[config.mk]
export PLATFORM = sky130hd
export DESIGN_NAME = alu_arbiter
export DESIGN_NICKNAME = d
export VERILOG_FILES = /design/src/rtl/alu_pkg.sv /design/src/rtl/rr_arb2.sv /design/src/rtl/alu_arbiter.sv
export SDC_FILE = /design/constraint.sdc
export NUM_CORES = 1
export LEC_CHECK = 0
export BUFFER_PORTS_ARGS = -buffer_cell sky130_fd_sc_hd__buf_2
export CAP_MARGIN = 5
export CORE_MARGIN = 8
export CORE_UTILIZATION = 46
export CTS_CLUSTER_SIZE = 10
export DETAILED_ROUTE_END_ITERATION = 10
export HOLD_SLACK_MARGIN = 0.02
export PLACE_DENSITY = 0.8
export RECOVER_POWER = 25
export SETUP_SLACK_MARGIN = 0.05
export SLEW_MARGIN = 20
export SYNTH_ARGS = -nofsm -noshare
export SYNTH_HDL_FRONTEND = slang
export SYNTH_SLANG_ARGS = --single-unit
[constraint.sdc]
create_clock -name Clock -period 3 [get_ports Clock]
set_clock_uncertainty 0.1 [all_clocks]
set_input_delay 0.15 -clock Clock [delete_from_list [all_inputs] [get_ports Clock]]
set_output_delay 0.15 -clock Clock [all_outputs]
set_load 0.02 [all_outputs]
[src/rtl/alu_pkg.sv]
// rtl/alu_pkg.sv - opcodes, FSM state encoding and opcode legality for the ALU arbiter
package alu_pkg;

   localparam logic [3:0] OP_ADD   = 4'd1;
   localparam logic [3:0] OP_ADD1  = 4'd2;
   localparam logic [3:0] OP_SUB   = 4'd3;
   localparam logic [3:0] OP_SUB1  = 4'd4;
   localparam logic [3:0] OP_MUL   = 4'd5;
   localparam logic [3:0] OP_FLOOR = 4'd7;
   localparam logic [3:0] OP_MOD   = 4'd8;

   typedef enum logic [1:0] {
      ST_IDLE  = 2'd0,
      ST_ISSUE = 2'd1,
      ST_WAIT  = 2'd2,
      ST_RESP  = 2'd3
   } state_t;

   // Divide-type ops with a zero divisor never reach the ALU.
   function automatic logic op_ok(input logic [3:0] op, input logic b_zero);
      case (op)
         OP_ADD, OP_ADD1, OP_SUB, OP_SUB1, OP_MUL: op_ok = 1'b1;
         OP_FLOOR, OP_MOD:                         op_ok = !b_zero;
         default:                                  op_ok = 1'b0;
      endcase
   endfunction

endpackage

[src/rtl/rr_arb2.sv]
// rtl/rr_arb2.sv - two-way round-robin grant with priority pointer
module rr_arb2 (
   input  logic       Clock,
   input  logic       Reset,
   input  logic       enable,
   input  logic [1:0] valid,
   output logic [1:0] grant
);

   logic ptr;

   always_comb begin
      grant = 2'b00;
      if (enable && !Reset) begin
         case (valid)
            2'b01:   grant = 2'b01;
            2'b10:   grant = 2'b10;
            2'b11:   grant = ptr ? 2'b10 : 2'b01;
            default: grant = 2'b00;
         endcase
      end
   end

   // A grant is always taken, so the pointer hands priority to the loser.
   always_ff @(posedge Clock) begin
      if (Reset)
         ptr <= 1'b0;
      else if (|grant)
         ptr <= grant[0];
   end

endmodule

[src/rtl/alu_arbiter.sv]
// rtl/alu_arbiter.sv - shares one external ALU between two requesters, one op in flight
module alu_arbiter
   import alu_pkg::*;
#(
   parameter int WIDTH = 16
) (
   input  logic             Clock,
   input  logic             Reset,
   input  logic             req0_valid,
   input  logic             req1_valid,
   input  logic [3:0]       req0_op,
   input  logic [3:0]       req1_op,
   input  logic [WIDTH-1:0] req0_a,
   input  logic [WIDTH-1:0] req0_b,
   input  logic [WIDTH-1:0] req1_a,
   input  logic [WIDTH-1:0] req1_b,
   output logic             req0_ready,
   output logic             req1_ready,
   output logic [3:0]       alu_op,
   output logic [WIDTH-1:0] alu_in_1,
   output logic [WIDTH-1:0] alu_in_2,
   input  logic [WIDTH-1:0] alu_out,
   input  logic             alu_z,
   input  logic             alu_y,
   output logic             rsp_valid,
   output logic             rsp_id,
   output logic [WIDTH-1:0] rsp_data,
   output logic             rsp_z,
   output logic             rsp_y,
   output logic             rsp_err,
   output logic [15:0]      ops_done
);

   state_t           state, state_nxt;
   logic [1:0]       grant;
   logic             acc, acc_id, acc_ok;
   logic [3:0]       acc_op;
   logic [WIDTH-1:0] acc_a, acc_b;
   logic [3:0]       op_q;
   logic [WIDTH-1:0] a_q, b_q;
   logic             id_q;
   logic [15:0]      ops_cnt;

   rr_arb2 u_arb (
      .Clock  (Clock),
      .Reset  (Reset),
      .enable (state == ST_IDLE),
      .valid  ({req1_valid, req0_valid}),
      .grant  (grant)
   );

   assign req0_ready = grant[0];
   assign req1_ready = grant[1];
   assign acc        = |grant;
   assign acc_id     = grant[1];
   assign acc_op     = acc_id ? req1_op : req0_op;
   assign acc_a      = acc_id ? req1_a  : req0_a;
   assign acc_b      = acc_id ? req1_b  : req0_b;
   assign acc_ok     = op_ok(acc_op, acc_b == '0);

   assign alu_in_1 = a_q;
   assign alu_in_2 = b_q;
   assign ops_done = ops_cnt;

   always_comb begin
      state_nxt = state;
      alu_op    = 4'd0;
      rsp_valid = 1'b0;
      case (state)
         ST_IDLE:  if (acc) state_nxt = acc_ok ? ST_ISSUE : ST_RESP;
         ST_ISSUE: begin
            alu_op    = op_q;
            state_nxt = ST_WAIT;
         end
         ST_WAIT:  state_nxt = ST_RESP;
         ST_RESP:  begin
            rsp_valid = 1'b1;
            state_nxt = ST_IDLE;
         end
         default:  state_nxt = ST_IDLE;
      endcase
   end

   always_ff @(posedge Clock) begin
      if (Reset) begin
         state    <= ST_IDLE;
         op_q     <= 4'd0;
         a_q      <= '0;
         b_q      <= '0;
         id_q     <= 1'b0;
         rsp_id   <= 1'b0;
         rsp_data <= '0;
         rsp_z    <= 1'b0;
         rsp_y    <= 1'b0;
         rsp_err  <= 1'b0;
         ops_cnt  <= 16'd0;
      end else begin
         state <= state_nxt;
         if (acc) begin
            op_q <= acc_op;
            a_q  <= acc_a;
            b_q  <= acc_b;
            id_q <= acc_id;
            // Rejected ops skip the ALU and answer straight away.
            if (!acc_ok) begin
               rsp_id   <= acc_id;
               rsp_data <= '0;
               rsp_z    <= 1'b0;
               rsp_y    <= 1'b0;
               rsp_err  <= 1'b1;
            end
         end
         if (state == ST_WAIT) begin
            rsp_id   <= id_q;
            rsp_data <= alu_out;
            rsp_z    <= alu_z;
            rsp_y    <= alu_y;
            rsp_err  <= 1'b0;
         end
         if (state == ST_RESP && !rsp_err && ops_cnt != 16'hFFFF)
            ops_cnt <= ops_cnt + 16'd1;
      end
   end

endmodule

* After elaboration in Yosys (flattened, before gate mapping)
Cells that the tools add are included.
** Operators by class
- Muxes and demuxes :: 22
- Reduce and logical (&&, ||, !) cells :: 15
- Bitwise gates (word level) :: 1
- Eq/ne operators :: 16
- $add $sub $neg :: 1
** Operators by type and width (count)
- 16-bit two-way mux :: 5
- 16-bit by 1-bit adder with 16-bit output, second input constant :: 1
- 16-bit zero test :: 1
- 16-bit inequality test, second input constant :: 1
- 4-bit by 3-bit == test with 1-bit output, second input constant :: 3
- 2-bit == test, second input constant :: 4
- 4-bit by 2-bit == test with 1-bit output, second input constant :: 2
- 1-bit two-way mux :: 8
- 2-bit two-way mux :: 4
- 4-bit two-way mux :: 2
- 2-bit case mux with 4 select lines :: 1
- 2-bit case mux with 3 select lines :: 1
- 2-bit OR reduction :: 3
- 5-bit OR reduction :: 1
- 2-bit by 1-bit == test with 1-bit output, second input constant :: 2
- 4-bit by 1-bit == test with 1-bit output, second input constant :: 1
- 4-bit == test, second input constant :: 1
- 2-bit AND reduction :: 2
- 1-bit logical AND :: 3
- 1-bit zero test :: 3
- 2-bit zero test :: 1
- 2-bit by 1-bit inequality test with 1-bit output, second input constant :: 1
- 2-bit inequality test, second input constant :: 1
- 1-bit case mux with 2 select lines :: 1
- 2 further kinds :: 2
** Storage, ports and cells
- Flip-flop bits (word level) :: 76
- Output and inout port bits :: 75
- Input port bits :: 94
- Logic and storage cells :: 67

* Depth between registers and ports, before layout
- Depth after elaboration :: 10
- Depth in mapped cells :: 9
- Gate-level depth less buffers :: 8

* Hierarchy
A second synthesis with hierarchy kept.
** Second synthesis, totals
- Cells, all modules :: 402
- Area total of the unflattened synthesis :: 3549.7 µm²
** By module, submodules not included
- alu_arbiter :: cells an instance 394, seq. area each 1501.4 µm², area an instance 3487.1 µm², instances 1
- rr_arb2 :: cells an instance 8, seq. area each 20.0 µm², area an instance 62.6 µm², instances 1

* Worst setup path before layout
No wires, ideal clock.
- Path kind :: reg2reg
- From :: register state[0]
- To :: register a_q[12] (netlist: alu_in_1[12])
- Buffers on the path :: 2
- Clock period less this slack :: 2161 ps
- Data arrival time :: 1970 ps
- Library setup time :: 91 ps
- Cell stages (with the launch flop) :: 10
- Data required time :: 2809 ps
- Setup slack :: 839 ps
- Cells stage by stage :: dfxtp_1 -> inv_1 -> ha_1 -> and3b_1 -> nand2_1 -> inv_1 -> clkbuf_1 -> buf_1 -> nand2_1 -> a311oi_1
** Between the ends
- Longest elaborated chain between the ends :: 4
- Elaborated cells between the ends (all ways) :: 5
- Those cells by class :: 2 x mux; 3 x reduce/logical
** Ends and longest elaborated chain
- start: declaration :: RTL line alu_arbiter.sv:34 : state_t state, state_nxt;
- start signal: assignment :: RTL line alu_arbiter.sv:98 : state <= state_nxt;
- 2-bit zero test * :: RTL line alu_arbiter.sv:47 : .enable (state == ST_IDLE),
- 1-bit logical AND * :: RTL line rr_arb2.sv:14 : if (enable && !Reset) begin
- 2-bit two-way mux * :: RTL line rr_arb2.sv:14
- named net req1_ready :: RTL line alu_arbiter.sv:18 : output logic req1_ready,
- 16-bit two-way mux or 2-bit OR reduction (tied branches) :: RTL line alu_arbiter.sv:57, alu_arbiter.sv:54
- end signal: assignment :: RTL line alu_arbiter.sv:88 : a_q <= '0;
- end signal: assignment :: RTL line alu_arbiter.sv:101 : a_q <= acc_a;
- end: declaration :: RTL line alu_arbiter.sv:40 : logic [WIDTH-1:0] a_q, b_q;
The timed path passes the listed nets; every way through them passes the cells marked *.
A chain may end at the register's enable or synchronous reset.

* Worst setup path after layout
- From :: register state[0]
- To :: register b_q[12] (netlist: alu_in_2[12])
** Between the ends
- Longest elaborated chain between the ends :: 4
- Elaborated cells between the ends (all ways) :: 5
- Those cells by class :: 2 x mux; 3 x reduce/logical
** Ends and longest elaborated chain
- 2-bit zero test * :: RTL line alu_arbiter.sv:47
- 1-bit logical AND * :: RTL line rr_arb2.sv:14
- 2-bit two-way mux * :: RTL line rr_arb2.sv:14
- 16-bit two-way mux or 2-bit OR reduction (tied branches) :: RTL line alu_arbiter.sv:58, alu_arbiter.sv:54
- end signal: assignment :: RTL line alu_arbiter.sv:89 : b_q <= '0;
- end signal: assignment :: RTL line alu_arbiter.sv:102 : b_q <= acc_b;
- end: declaration :: RTL line alu_arbiter.sv:40
Mark *: on every way between the ends. The rest lies on a longest branch, timed or not.

==> qor.yml <==
grt_pass1_wl_um: 19700
syn_area_per_cell_um2: 8.49
power_mw: 3.53
power_switching_mw: 1.29
yosys.cell_types.count: 44
cts_tree: "yes"
fp-row-count: 31
netSwitchingFraction_pct: 36.5
placed_cells: 648
pwr-share-seq_pct: 36.9
register_area_um2: 1520
syn_inst: 403
gp_congestion: 0.856
relSlewSlack_pct: 46.2
reg2reg_from: "state[0]"
report.final.slew_viol_count: 0
core_um2: 7210
holdWs_ns: 0.0881
p_comb_share_pct: 38.3
ys.flop_type: "dfxtp_1"
final_common_cell: "buf_2"
dpl_cell_area_um2: 4310
drive_gt1_share_pct: 25.9
yosysWarnings: 0
final_area_um2: 5420
multiInputGateArea_um2: 1780
dp_slack_ns: 0.483
synth_seq_area_share_pct: 44.4
dp_hpwl_um: 7840
die_y_um: 102
synth-edff-count: 0
hp-class: "in2reg"
p_leak_nw: 2.38
finalCritPeriodShare_pct: 90.9
worstPathRequired_ns: 3.18
wl_per_cell_um: 16.8
layout_common_cells: "131 x buf_2, 91 x dlygate4sd3_1, 84 x nand2_1, 76 x dfxtp_1, 53 x nor2_1"
area_growth_pct: 58.4
cp_max_fo: 37
crit_start: "state[0]"
powerDensity_nw_per_um2: 651
reg2reg_slack_ns: 0.27
critPathCaptureType: "register"
utilization_pct: 75.2
peakVddDrop_mv: 0.365
async_flop_share_pct: 0
cts_max_level: 3
clk_path_buf_depth: 2
ys_ff_latch: 76
worstRegToRegCells: 8
critPathLaunchType: "register"
period_minus_slack_ns: 2.73
nFillCells: 535
clk_latency_ns: 0.34
outcome: "complete, no violations"
antenna_found_initial: 0
worst_pin_slew_ns: 0.806
hold_viol: 0
hold_start: "req0_valid"
setup_viol: 0
track_usage_pct: 23.6
max_freq_mhz: 367
initial_core_util_pct: 47.5
viasPerCell: 5.40
fin_ws_ns: 0.273
syn-num-nets: 503
finalSetupTns_ns: 0
fp.dieW_um: 102
rsz0062_at_grt: "no"
crit_arrival_ns: 2.91
critical_path_class: "reg2reg"
port_buffers: 168
drtAntennaViolNets: 0
globalRoute.totalOverflow: 0
cap_violations: 0
io_pins: 169
hold_path_depth: 3
numCtsBuffers: 9
drtPass1Iterations: 5
drc: 0
clk_pin_slew_ns: 0.08
vias: 4080
cts.sinks: 76
synth_area_um2: 3420
routed_wl_um: 12700
grt_max_degree: 74
clkPwrFrac_pct: 24.7
drt_iter0_drc: 195
hold_end: "u_arb.ptr"
dieArea_um2: 10500
grt_pass1_vias: 4141
worstReg2RegEnd: "alu_in_2[12]"
internal-power_mw: 2.24
final_nets: 751
root_buffer: "clkbuf_8"
fin_cells: 756
==> metal layers <==
layer	global-route usage (%)	up-vias	share of wire [%]
met5	0	-	0
met4	8.13	0	2.3
met3	8.17	30	10
met2	40.9	230	49
met1	26.1	1867	39
li1	-	1953	-
==> critical path, cell delays in order (launching register included) <==
cell and delay, ns:
dfxtp_1 0.41, inv_1 0.11, ha_1 0.30, and3b_1 0.23
nand2_1 0.09, buf_4 0.37, nand2_1 0.14, a311oi_1 0.32
dlygate4sd3_1 0.60
==> synth_stat cells (2+ instances only) <==
| library cell | instances | share of area (%) |
|---|---|---|
| nand2_1 | 84 | 9.2 |
| dfxtp_1 | 76 | 44 |
| nor2_1 | 53 | 5.8 |
| a311oi_1 | 39 | 10 |
| clkbuf_1 | 18 | 2.0 |
| xnor2_1 | 11 | 2.8 |
| a22o_2 | 10 | 2.9 |
| nor4_1 | 10 | 1.8 |
| nor3_1 | 9 | 1.3 |
| a22o_1 | 8 | 2.0 |
| nand4_1 | 8 | 1.5 |
| a21oi_1 | 7 | 1.0 |
| buf_1 | 6 | 0.66 |
| ha_1 | 6 | 2.2 |
| nor2b_1 | 5 | 0.91 |
| o21ai_0 | 5 | 0.73 |
| a211oi_1 | 4 | 0.88 |
| and2_1 | 4 | 0.73 |
| inv_1 | 4 | 0.44 |
| nand2b_1 | 4 | 0.73 |
| nand3_1 | 4 | 0.58 |
| a31oi_1 | 2 | 0.37 |
| and3_1 | 2 | 0.37 |
| nor4b_1 | 2 | 0.51 |
| o21a_1 | 2 | 0.44 |
| or4b_1 | 2 | 0.58 |
==> cells by family after synthesis <==
logic type      Yosys count  synth area share, %
fa+ha+maj                 6                 2.19
xor+xnor                 11                 2.81
buf+inv                  30                 3.54
compound gates           85                 21.0
flops                    76                 44.4
simple gates            194                 25.7
mux                       1                0.292
==> final cells by class <==
cell class / instances / area share (%)
multi-input combinational: 297 / 32.9
sequential: 76 / 28.1
timing repair buffer: 263 / 32.3
clock buffer: 9 / 2.28
clock inverter: 7 / 1.85
inverter: 4 / 0.277
tap: 99 / 2.28
antenna: 1 / 0.0461
==> power groups by stage <==
stage               clock (mW)  combinational, mW  sequential, mW
finish                   0.873               1.35            1.30
global route             0.929               1.47            1.32
CTS                      0.879               1.33            1.30
detailed placement           0               1.12            1.31
global placement             0               1.09            1.31
floorplan                    0              0.589            1.48
==> sequential cells by signal (all words and copies together) (netlist names) <==
| register | cells |
|---|---|
| alu_in_1 | 16 |
| alu_in_2 | 16 |
| ops_done | 16 |
| rsp_data | 16 |
| op_q | 4 |
| state | 2 |
| id_q | 1 |
| rsp_err | 1 |
| rsp_id | 1 |
| rsp_y | 1 |
| rsp_z | 1 |
| u_arb.ptr | 1 |
==> how the worst max path moves through the flow <==
stage	endpoint	slack [ns]	cells after the start
2_1_floorplan	alu_in_1[12]	0.84	9
3_3_place_gp	rsp_data[6]	0.63	7
3_5_place_dp	rsp_data[3]	0.48	7
4_1_cts	alu_in_1[1]	0.15	8
5_1_grt	alu_in_1[6]	0.09	8
6_report	alu_in_2[12]	0.27	8
==> what timing repair did <==
| action | 4_1_cts | 5_1_grt |
|---|---|---|
| hold buffers | 91 | 0 |
| setup buffers | 0 | 0 |
| hold endpoints to repair | 55 | 0 |
| resized for setup | 0 | 5 |
| endpoints found under the setup margin | 0 | 36 |
Power figures use the tool's default switching activity.
